### src/rtl/decode_if.sv
// Decode stage bus: instruction handshake, write-back port and ID/EX outputs.
interface decode_if #(
  parameter int DATA_W = 32
);
  logic [31:0]       instr;
  logic              instr_valid;
  logic              instr_ready;
  logic              flush;
  logic              wb_en;
  logic [4:0]        wb_reg;
  logic [DATA_W-1:0] wb_data;
  logic [DATA_W-1:0] ALU_read_data_1;
  logic [DATA_W-1:0] ALU_read_data_2;
  logic [DATA_W-1:0] immediate;
  logic [5:0]        Function;
  logic [2:0]        ALUop;
  logic              ALUsrc;
  logic              RegWrite;
  logic              MemRead;
  logic              MemWrite;
  logic              Branch;
  logic [4:0]        write_reg;
  logic              ex_valid;
  logic              illegal;

  modport master (
    output instr, instr_valid, flush, wb_en, wb_reg, wb_data,
    input  instr_ready, ALU_read_data_1, ALU_read_data_2, immediate, Function,
           ALUop, ALUsrc, RegWrite, MemRead, MemWrite, Branch, write_reg,
           ex_valid, illegal
  );

  modport slave (
    input  instr, instr_valid, flush, wb_en, wb_reg, wb_data,
    output instr_ready, ALU_read_data_1, ALU_read_data_2, immediate, Function,
           ALUop, ALUsrc, RegWrite, MemRead, MemWrite, Branch, write_reg,
           ex_valid, illegal
  );
endinterface

### src/rtl/decode_stage.sv
// Instruction decode stage: register file with write-back bypass, opcode
// decode, load-use stall detection and the ID/EX pipeline register.
module decode_stage #(
  parameter int DATA_W = 32
) (
  input logic     clk,
  input logic     rst,
  decode_if.slave bus
);
  localparam logic [5:0] OP_RTYPE = 6'b000000;
  localparam logic [5:0] OP_ADDI  = 6'b000001;
  localparam logic [5:0] OP_SLT   = 6'b000010;
  localparam logic [5:0] OP_BEQ   = 6'b000100;
  localparam logic [5:0] OP_LW    = 6'b100011;
  localparam logic [5:0] OP_SW    = 6'b101011;

  logic [DATA_W-1:0] rf [32];

  logic [5:0] opcode;
  logic [4:0] rs, rt, rd;
  assign opcode = bus.instr[31:26];
  assign rs     = bus.instr[25:21];
  assign rt     = bus.instr[20:16];
  assign rd     = bus.instr[15:11];

  function automatic logic signed [DATA_W-1:0] sign_ext16(input logic [15:0] v);
    logic signed [DATA_W-1:0] s;
    s = {{(DATA_W-16){v[15]}}, v};
    return s;
  endfunction

  logic [DATA_W-1:0] rs_data, rt_data;
  logic              dec_legal, uses_rt;
  logic [2:0]        dec_aluop;
  logic              dec_alusrc, dec_regwrite, dec_memread, dec_memwrite, dec_branch;
  logic [4:0]        dec_wreg;
  logic [5:0]        dec_func;

  logic              ex_valid_p1, illegal_p1;
  logic [DATA_W-1:0] rd1_p1, rd2_p1, imm_p1;
  logic [5:0]        func_p1;
  logic [2:0]        aluop_p1;
  logic              alusrc_p1, regwrite_p1, memread_p1, memwrite_p1, branch_p1;
  logic [4:0]        wreg_p1;
  logic              hazard, accept;

  // Combinational operand read; r0 is hardwired and same-cycle write-back wins.
  always_comb begin
    rs_data = rf[rs];
    rt_data = rf[rt];
    if (bus.wb_en && bus.wb_reg == rs) rs_data = bus.wb_data;
    if (bus.wb_en && bus.wb_reg == rt) rt_data = bus.wb_data;
    if (rs == 5'd0) rs_data = '0;
    if (rt == 5'd0) rt_data = '0;
  end

  // Opcode decode into control fields for the ID/EX register.
  always_comb begin
    dec_legal    = 1'b1;
    uses_rt      = 1'b0;
    dec_aluop    = 3'b000;
    dec_alusrc   = 1'b0;
    dec_regwrite = 1'b0;
    dec_memread  = 1'b0;
    dec_memwrite = 1'b0;
    dec_branch   = 1'b0;
    dec_wreg     = 5'd0;
    dec_func     = 6'd0;
    case (opcode)
      OP_RTYPE: begin
        uses_rt = 1'b1; dec_regwrite = 1'b1; dec_wreg = rd; dec_func = bus.instr[5:0];
      end
      OP_ADDI: begin
        dec_aluop = 3'b001; dec_alusrc = 1'b1; dec_regwrite = 1'b1; dec_wreg = rt;
      end
      OP_SLT: begin
        uses_rt = 1'b1; dec_aluop = 3'b010; dec_regwrite = 1'b1; dec_wreg = rd;
      end
      OP_LW: begin
        dec_aluop = 3'b001; dec_alusrc = 1'b1; dec_memread = 1'b1;
        dec_regwrite = 1'b1; dec_wreg = rt;
      end
      OP_SW: begin
        uses_rt = 1'b1; dec_aluop = 3'b001; dec_alusrc = 1'b1; dec_memwrite = 1'b1;
      end
      OP_BEQ: begin
        uses_rt = 1'b1; dec_aluop = 3'b011; dec_branch = 1'b1;
      end
      default: dec_legal = 1'b0;
    endcase
  end

  // A load in EX whose destination feeds this instruction forces one bubble.
  assign hazard = ex_valid_p1 & memread_p1 & (wreg_p1 != 5'd0) &
                  ((wreg_p1 == rs) | (uses_rt & (wreg_p1 == rt)));
  assign bus.instr_ready = ~hazard;
  assign accept = bus.instr_valid & ~hazard & ~bus.flush;

  // Register file write port; r0 is never written.
  always_ff @(posedge clk) begin
    if (rst) begin
      for (int i = 0; i < 32; i++) rf[i] <= '0;
    end else if (bus.wb_en && bus.wb_reg != 5'd0) begin
      rf[bus.wb_reg] <= bus.wb_data;
    end
  end

  // ---- stage boundary: ID -> EX ----
  // ID/EX register: decoded fields on a legal accept, otherwise an all-zero bubble.
  always_ff @(posedge clk) begin
    if (rst) begin
      ex_valid_p1 <= 1'b0; illegal_p1 <= 1'b0;
      rd1_p1 <= '0; rd2_p1 <= '0; imm_p1 <= '0; func_p1 <= '0;
      aluop_p1 <= '0; alusrc_p1 <= 1'b0; regwrite_p1 <= 1'b0;
      memread_p1 <= 1'b0; memwrite_p1 <= 1'b0; branch_p1 <= 1'b0; wreg_p1 <= '0;
    end else begin
      illegal_p1 <= accept & ~dec_legal;
      if (accept && dec_legal) begin
        ex_valid_p1 <= 1'b1;
        rd1_p1 <= rs_data; rd2_p1 <= rt_data; imm_p1 <= sign_ext16(bus.instr[15:0]);
        func_p1 <= dec_func; aluop_p1 <= dec_aluop; alusrc_p1 <= dec_alusrc;
        regwrite_p1 <= dec_regwrite; memread_p1 <= dec_memread;
        memwrite_p1 <= dec_memwrite; branch_p1 <= dec_branch; wreg_p1 <= dec_wreg;
      end else begin
        ex_valid_p1 <= 1'b0;
        rd1_p1 <= '0; rd2_p1 <= '0; imm_p1 <= '0; func_p1 <= '0;
        aluop_p1 <= '0; alusrc_p1 <= 1'b0; regwrite_p1 <= 1'b0;
        memread_p1 <= 1'b0; memwrite_p1 <= 1'b0; branch_p1 <= 1'b0; wreg_p1 <= '0;
      end
    end
  end

  assign bus.ex_valid        = ex_valid_p1;
  assign bus.illegal         = illegal_p1;
  assign bus.ALU_read_data_1 = rd1_p1;
  assign bus.ALU_read_data_2 = rd2_p1;
  assign bus.immediate       = imm_p1;
  assign bus.Function        = func_p1;
  assign bus.ALUop           = aluop_p1;
  assign bus.ALUsrc          = alusrc_p1;
  assign bus.RegWrite        = regwrite_p1;
  assign bus.MemRead         = memread_p1;
  assign bus.MemWrite        = memwrite_p1;
  assign bus.Branch          = branch_p1;
  assign bus.write_reg       = wreg_p1;
endmodule

### src/flat_wrapper.sv
// flat-port wrapper written by rule: the top's interface ports become plain ports
module decode_stage_flat 
#(
  parameter int DATA_W = 32
)
  (clk, rst, bus_instr, bus_instr_valid, bus_flush, bus_wb_en, bus_wb_reg, bus_wb_data, bus_instr_ready, bus_ALU_read_data_1, bus_ALU_read_data_2, bus_immediate, bus_Function, bus_ALUop, bus_ALUsrc, bus_RegWrite, bus_MemRead, bus_MemWrite, bus_Branch, bus_write_reg, bus_ex_valid, bus_illegal);
  decode_if #(.DATA_W(DATA_W)) bus_i ();
  input logic clk;
  input logic rst;
  input wire logic [$bits(bus_i.instr)-1:0] bus_instr;
  input wire logic [$bits(bus_i.instr_valid)-1:0] bus_instr_valid;
  input wire logic [$bits(bus_i.flush)-1:0] bus_flush;
  input wire logic [$bits(bus_i.wb_en)-1:0] bus_wb_en;
  input wire logic [$bits(bus_i.wb_reg)-1:0] bus_wb_reg;
  input wire logic [$bits(bus_i.wb_data)-1:0] bus_wb_data;
  output wire logic [$bits(bus_i.instr_ready)-1:0] bus_instr_ready;
  output wire logic [$bits(bus_i.ALU_read_data_1)-1:0] bus_ALU_read_data_1;
  output wire logic [$bits(bus_i.ALU_read_data_2)-1:0] bus_ALU_read_data_2;
  output wire logic [$bits(bus_i.immediate)-1:0] bus_immediate;
  output wire logic [$bits(bus_i.Function)-1:0] bus_Function;
  output wire logic [$bits(bus_i.ALUop)-1:0] bus_ALUop;
  output wire logic [$bits(bus_i.ALUsrc)-1:0] bus_ALUsrc;
  output wire logic [$bits(bus_i.RegWrite)-1:0] bus_RegWrite;
  output wire logic [$bits(bus_i.MemRead)-1:0] bus_MemRead;
  output wire logic [$bits(bus_i.MemWrite)-1:0] bus_MemWrite;
  output wire logic [$bits(bus_i.Branch)-1:0] bus_Branch;
  output wire logic [$bits(bus_i.write_reg)-1:0] bus_write_reg;
  output wire logic [$bits(bus_i.ex_valid)-1:0] bus_ex_valid;
  output wire logic [$bits(bus_i.illegal)-1:0] bus_illegal;
  assign bus_i.instr = bus_instr;
  assign bus_i.instr_valid = bus_instr_valid;
  assign bus_i.flush = bus_flush;
  assign bus_i.wb_en = bus_wb_en;
  assign bus_i.wb_reg = bus_wb_reg;
  assign bus_i.wb_data = bus_wb_data;
  assign bus_instr_ready = bus_i.instr_ready;
  assign bus_ALU_read_data_1 = bus_i.ALU_read_data_1;
  assign bus_ALU_read_data_2 = bus_i.ALU_read_data_2;
  assign bus_immediate = bus_i.immediate;
  assign bus_Function = bus_i.Function;
  assign bus_ALUop = bus_i.ALUop;
  assign bus_ALUsrc = bus_i.ALUsrc;
  assign bus_RegWrite = bus_i.RegWrite;
  assign bus_MemRead = bus_i.MemRead;
  assign bus_MemWrite = bus_i.MemWrite;
  assign bus_Branch = bus_i.Branch;
  assign bus_write_reg = bus_i.write_reg;
  assign bus_ex_valid = bus_i.ex_valid;
  assign bus_illegal = bus_i.illegal;
  decode_stage #(.DATA_W(DATA_W)) u_core (.clk(clk), .rst(rst), .bus(bus_i));
endmodule
### config.mk
export PLATFORM = sky130hd
export DESIGN_NAME = decode_stage_flat
export DESIGN_NICKNAME = d
export VERILOG_FILES = /design/src/rtl/decode_if.sv /design/src/rtl/decode_stage.sv /design/src/flat_wrapper.sv
export SDC_FILE = /design/constraint.sdc
export NUM_CORES = 2
export LEC_CHECK = 0
export BUFFER_PORTS_ARGS = -buffer_cell sky130_fd_sc_hd__buf_2
export CORE_MARGIN = 4
export CORE_UTILIZATION = 25
export DETAILED_ROUTE_END_ITERATION = 6
export PLACE_DENSITY = 0.49
export SYNTH_ARGS = -nofsm -noshare
export SYNTH_HDL_FRONTEND = slang
export SYNTH_SLANG_ARGS = --single-unit
### constraint.sdc
create_clock -name clk -period 5.47 [get_ports clk]
set_input_delay 0.2735 -clock clk [delete_from_list [all_inputs] [get_ports clk]]
set_output_delay 0.2735 -clock clk [all_outputs]
set_load 0.05 [all_outputs]
### After elaboration in Yosys (flattened, before gate mapping)

Memory sizes are Yosys's and may differ from the RTL's. A register that Yosys moved wholly into a read port is not among the register bits.
Cells that the tools add are included.

| cells by class | value |
|---|---|
| equal/unequal tests | 7 |
| muxes and demuxes | 18 |
| bitwise logic cells | 13 |
| reduce and logical (&&, ||, !) cells | 18 |

Operators by type and width:

| operator | count |
|---|---|
| $mux W32 | 1 |
| $reduce_or A32 Y1 | 1 |
| $mux W1 | 14 |
| $eq A6 B6 Y1 const B | 2 |
| $reduce_or A3 Y1 | 4 |
| $eq A5 B5 Y1 | 2 |
| $logic_not A5 Y1 | 2 |
| $pmux W5 S2 | 1 |
| $reduce_bool A5 Y1 | 2 |
| $reduce_or A4 Y1 | 2 |
| $and A1 B1 Y1 | 7 |
| $eq A6 B1 Y1 const B | 1 |
| $eq A6 B2 Y1 const B | 1 |
| $eq A6 B3 Y1 const B | 1 |
| $logic_not A6 Y1 | 1 |
| $pmux W2 S3 | 1 |
| $reduce_or A2 Y1 | 3 |
| $reduce_or A6 Y1 | 1 |
| $mux W5 | 1 |
| $not A1 Y1 | 5 |
| $logic_and A1 B1 Y1 | 2 |
| $or A1 B1 Y1 | 1 |

| word-level totals | value |
|---|---|
| flip-flop bits (word level) | 37 |
| bits in writable memories | 1024 |
| bits of input ports | 74 |
| output and inout port bits | 118 |
| logic and storage cells | 68 |
| memories kept | 1 |

Memory list:

| memory | depth | width | read ports | clocked after Yosys merged registers in | wr ports | RTL line | source |
|---|---|---|---|---|---|---|---|
| u_core.rf | 32 | 32 | 2 | 2 | 32 | decode_stage.sv:17 | `logic [DATA_W-1:0] rf [32];` |

### Longest topological paths before layout

| depth | value |
|---|---|
| depth in word-level cells | 12 |
| depth in mapped cells | 11 |
| gate-level depth less buffers | 7 |

### Least setup slack after synthesis

No wires, ideal clock.

| timing path | value |
|---|---|
| path type | register to register |
| from | reg u_core.wreg_p1[0], in the netlist u_core.bus.write_reg[0] |
| to | reg u_core.func_p1[2], in the netlist u_core.bus.Function[2] |
| library setup time | 0.116 ns |
| arrival time | 2.315 ns |
| data required time | 5.354 ns |
| setup slack | 3.039 ns |
| stages on the path, launching flop included | 9 |
| path buffers | 1 |
| clock period less this slack | 2.431 ns |
| cells stage by stage | dfxtp_1 xnor2_1 nand4_1 nor4_1 o2111ai_2 nand3_1 inv_2 buf_2 and4_1 |

| on the way | value |
|---|---|
| longest elaborated chain between the ends | 10 |
| elaborated cells between the ends (all ways) | 13 |
| those cells by class | eq/ne: 2; bitwise: 8; reduce/logical: 3 |

RTL lines:

| what | RTL line | source |
|---|---|---|
| start, declared | decode_stage.sv:44 | `logic [4:0] wreg_p1;` |
| start signal, assigned | decode_stage.sv:123 | `memwrite_p1 <= dec_memwrite; branch_p1 <= dec_branch; wreg_p1 <= dec_wreg;` |
| $eq A5 B5 Y1 | decode_stage.sv:95 | `((wreg_p1 == rs) \| (uses_rt & (wreg_p1 == rt)));` |
| $and A1 B1 Y1 | decode_stage.sv:95 |  |
| $or A1 B1 Y1 | decode_stage.sv:95 |  |
| $and A1 B1 Y1 * | decode_stage.sv:94 | `assign hazard = ex_valid_p1 & memread_p1 & (wreg_p1 != 5'd0) &` |
| $not A1 Y1 * | n/a |  |
| net bus_instr_ready | flat_wrapper.sv:16 | `output wire logic [$bits(bus_i.instr_ready)-1:0] bus_instr_ready;` |
| $and A1 B1 Y1 * (2 in a row) | decode_stage.sv:97 | `assign accept = bus.instr_valid & ~hazard & ~bus.flush;` |
| $logic_and A1 B1 Y1 * | decode_stage.sv:118 | `if (accept && dec_legal) begin` |
| $not A1 Y1 (no line) * | n/a |  |
| $reduce_or A3 Y1 (no line) * | n/a |  |
| end signal, assigned | decode_stage.sv:121 | `func_p1 <= dec_func; aluop_p1 <= dec_aluop; alusrc_p1 <= dec_alusrc;` |
| end, declared | decode_stage.sv:41 | `logic [5:0] func_p1;` |

Mark *: on every way through the listed nets, which the timed path passes. The rest lies on a longest branch.
A chain may end at the register's enable or synchronous reset.

### Worst setup path after layout

| timing path | value |
|---|---|
| from | in bus_instr[23] |
| to | reg u_core.rd1_p1[14], in the netlist u_core.bus.ALU_read_data_1[14] (read register of u_core.rf) |

| on the way | value |
|---|---|
| longest elaborated chain between the ends | 9 |
| elaborated cells between the ends (all ways) | 10 |
| those cells by class | eq/ne: 1; bitwise: 6; reduce/logical: 3 |

RTL lines:

| what | RTL line | source |
|---|---|---|
| start, declared | flat_wrapper.sv:10 | `input wire logic [$bits(bus_i.instr)-1:0] bus_instr;` |
| $eq A5 B5 Y1 | decode_stage.sv:95 |  |
| $or A1 B1 Y1 | decode_stage.sv:95 |  |
| $and A1 B1 Y1 | decode_stage.sv:94 |  |
| $not A1 Y1 | decode_stage.sv:97 |  |
| $and A1 B1 Y1 (2 in a row) | decode_stage.sv:97 |  |
| $logic_and A1 B1 Y1 | decode_stage.sv:118 |  |
| $not A1 Y1 (no line) | n/a |  |
| $reduce_or A3 Y1 (no line) | n/a |  |
| end, declared | decode_stage.sv:40 | `logic [DATA_W-1:0] rd1_p1, rd2_p1, imm_p1;` |

Several ways; a longest one is shown, not always the timed one.

==> metrics.cfg <==
[outcome]
outcome=finished clean

[timing]
setup_viol=0
period_share_pct=55.9
fmax_mhz=327
setup-tns-final_ps=0
slew_headroom_pct=11.6
fin_skew_ps=27.3
slew_violations=0
hold_ws_ps=93.0
tightest_slew_ps=1330
fin_crit_ps=3060
rsz0062_at_grt=no
finalHoldViolations=0

[clock_network]
cts_tree=yes
post-cts-setup-buffers=0
clk_latency_ps=760
clk_pin_slew_ps=60
ctsHtreeMaxLevel=4
clockBufferDepth=3
cts_sinks=1124
cts_buffers=134
root_buffer=clkbuf_16

[finish]
mostFrequentLayoutCells=edfxtp_1, and2_1, mux2i_1
final_nets=4360
layout_commonest_cell=edfxtp_1
layoutNonFillerInstCount=7535
largest_register=u_core.rf
largest_reg_flops=1024
syn_to_final_growth_pct=15.1
stdcell_area_sq_mm=0.0677
multi_input_area_sq_mm=0.0243
drive_above_1_share_pct=22.3
seq_area_sq_mm=0.0328
nFillCells=23400

[grt]
antenna_found_initial=37
grt_pass1_wl_microns=314000
grt-ovfl-total=0
grt_util_all_layers_pct=18.2
grt_max_degree=84
grt_pass1_vias=38300

[setup_path]
crit_type=input port to register
crit_path_end_kind=register
r2r_end=u_core.bus.ALU_read_data_2[18]
worstPathRequired_ps=6070
endpoint=u_core.bus.ALU_read_data_1[14]
crit_fanout=31
reg2reg_from=u_core.bus.write_reg[0]
rr_worst_depth=7
cp-startpoint=bus_instr[23]
cp.arrival_ps=3660
ff2ff_setup_slack_ps=2600
cp-start-kind=input port

[detailed_routing]
drt_iter0_drc=4597
routed-wl-met2_microns=104000
vias_per_cell=5.11
highest_layer=met5
routedWlPerCell_microns=30.2
met1_length_microns=94300
dr.pass1.iters=6
vias=38500
drtAntennaViolNets=0
wl_met3_microns=18200
drcViolationCount=0
wl_microns=228000

[yosys]
ys_ff_latch=1124
ys_warn_count=0
synthArstFlopShare_pct=0
postSynthCellCount=4225
yosys-top-cells-area=edfxtp_1, mux4_2, and2_1, mux2i_1, dfxtp_1
ys_seq_area_share_pct=55.7
synth_flop_cell=edfxtp_1
synth_largest_area_cell=edfxtp_1
syn_avg_cell_area_sq_um=13.9
syn_area_sq_mm=0.0588
synth_edf_count=1024
synth_cell_types=65
yosys.area.top_type_share_pct=52.3

[floorplan]
die_w_microns=493
io_pins=192
die_area_sq_mm=0.243
rows=177
start_util_pct=25.2
die_y_microns=493
core_sq_mm=0.233

[pwr]
vdd_drop_max_mv=0.253
p_leak_nw=23.8
power_density_mw_per_mm2=316

[min_path]
hold_path.class=input port to register
hold_path.startpoint=bus_wb_data[29]

[place]
port_buffers=190
post-dp-hpwl_microns=141000
gp_congestion=0.846
post_dp_cell_area_sq_mm=0.0631
place_inst=7259

[job]
maxCapViolations=0

worst min-delay path by stage:
stage | end | slack, ps | cells past startpoint
6_report | u_core.bus.ALU_read_data_1[29] | 90 | 3
3_3_place_gp | u_core.bus.immediate[9] | 480 | 2
3_5_place_dp | u_core.bus.immediate[9] | 480 | 2
5_1_grt | u_core.bus.ALU_read_data_2[29] | 100 | 3
4_1_cts | u_core.bus.ALU_read_data_1[29] | 40 | 3
2_1_floorplan | u_core.bus.MemRead | 350 | 1
cells in the mapped netlist, types with 5 or more instances:
cell type / count
a211o_1: 5
a211oi_1: 56
a21oi_1: 34
a221o_1: 36
a221oi_1: 95
a22oi_1: 53
a31oi_1: 8
and2_1: 1009
and4_1: 7
buf_1: 20
buf_2: 85
buf_4: 32
buf_6: 21
buf_8: 5
clkbuf_1: 290
dfxtp_1: 100
edfxtp_1: 1024
inv_1: 8
mux2_2: 5
mux2i_1: 370
mux4_2: 369
nand2_1: 57
nand2b_1: 15
nand3_1: 22
nand3b_1: 11
nor2_1: 155
nor2b_1: 15
nor3_1: 84
nor4_1: 5
o21ai_0: 63
o22ai_1: 52
or2_2: 33
or3_1: 5
xnor2_1: 11
xor2_1: 11
critical path: stages:
cell	delay [ps]
buf_2	470
buf_4	660
xor2_1	140
nor3_1	340
and4_2	1000
a211oi_1	110
nor3_1	550
final cells by class:
| class | count | area share [%] |
|---|---|---|
| flip-flops and latches | 1124 | 48.4 |
| multi-input cells | 2670 | 35.8 |
| well taps | 3132 | 5.79 |
| clock buffers | 177 | 5.47 |
| repair buffers | 347 | 3.56 |
| clock inverters | 63 | 0.838 |
| inverters | 9 | 0.0573 |
| diodes | 13 | 0.0481 |
metal layers:
| layer | GRT usage, % | vias to the layer above |
|---|---|---|
| li1 | - | 16200 |
| met1 | 24.5 | 20000 |
| met2 | 28.7 | 1861 |
| met3 | 3.53 | 404 |
| met4 | 8.07 | 16 |
| met5 | 0 | - |
kinds of logic (layout without fill, tap and decap cells):
kind of cell / Yosys count / after routing / synth area share, %
adder cells (fa/ha/maj): 1 / 1 / 0.0192
AND/OR/NAND/NOR: 1434 / 1434 / 14.2
XOR/XNOR: 22 / 22 / 0.328
buffers and inverters: 463 / 596 / 3.73
flip-flops: 1124 / 1124 / 55.7
multiplexers: 744 / 744 / 20.5
AO/OA/AOI/OAI: 436 / 436 / 5.45
other: 1 / 46 / 0.00638
power by group:
group / switching (mW) / total [mW] / leakage (nW) / internal (mW)
clock: 3.77 / 8.89 / 2.10 / 5.11
sequential: 0.234 / 10.0 / 10.6 / 9.80
combinational: 1.53 / 2.44 / 11.1 / 0.903
total: 5.54 / 21.4 / 23.8 / 15.8
per-stage QoR:
stage	setup slack (ps)	utilization, %	total power [mW]
after global routing	2370	29.0	22.0
after detailed placement	1710	27.1	12.6
after global placement	1720	27.1	12.6
final	2410	29.0	21.4
after CTS	2530	29.0	21.5
after floorplan	3040	-	11.6
timing repair:
item	4_1_cts	5_1_grt
endpoints found under the hold margin	34	0
resized for setup	0	0
hold buffers	23	0
Power figures use the tool's default switching activity.
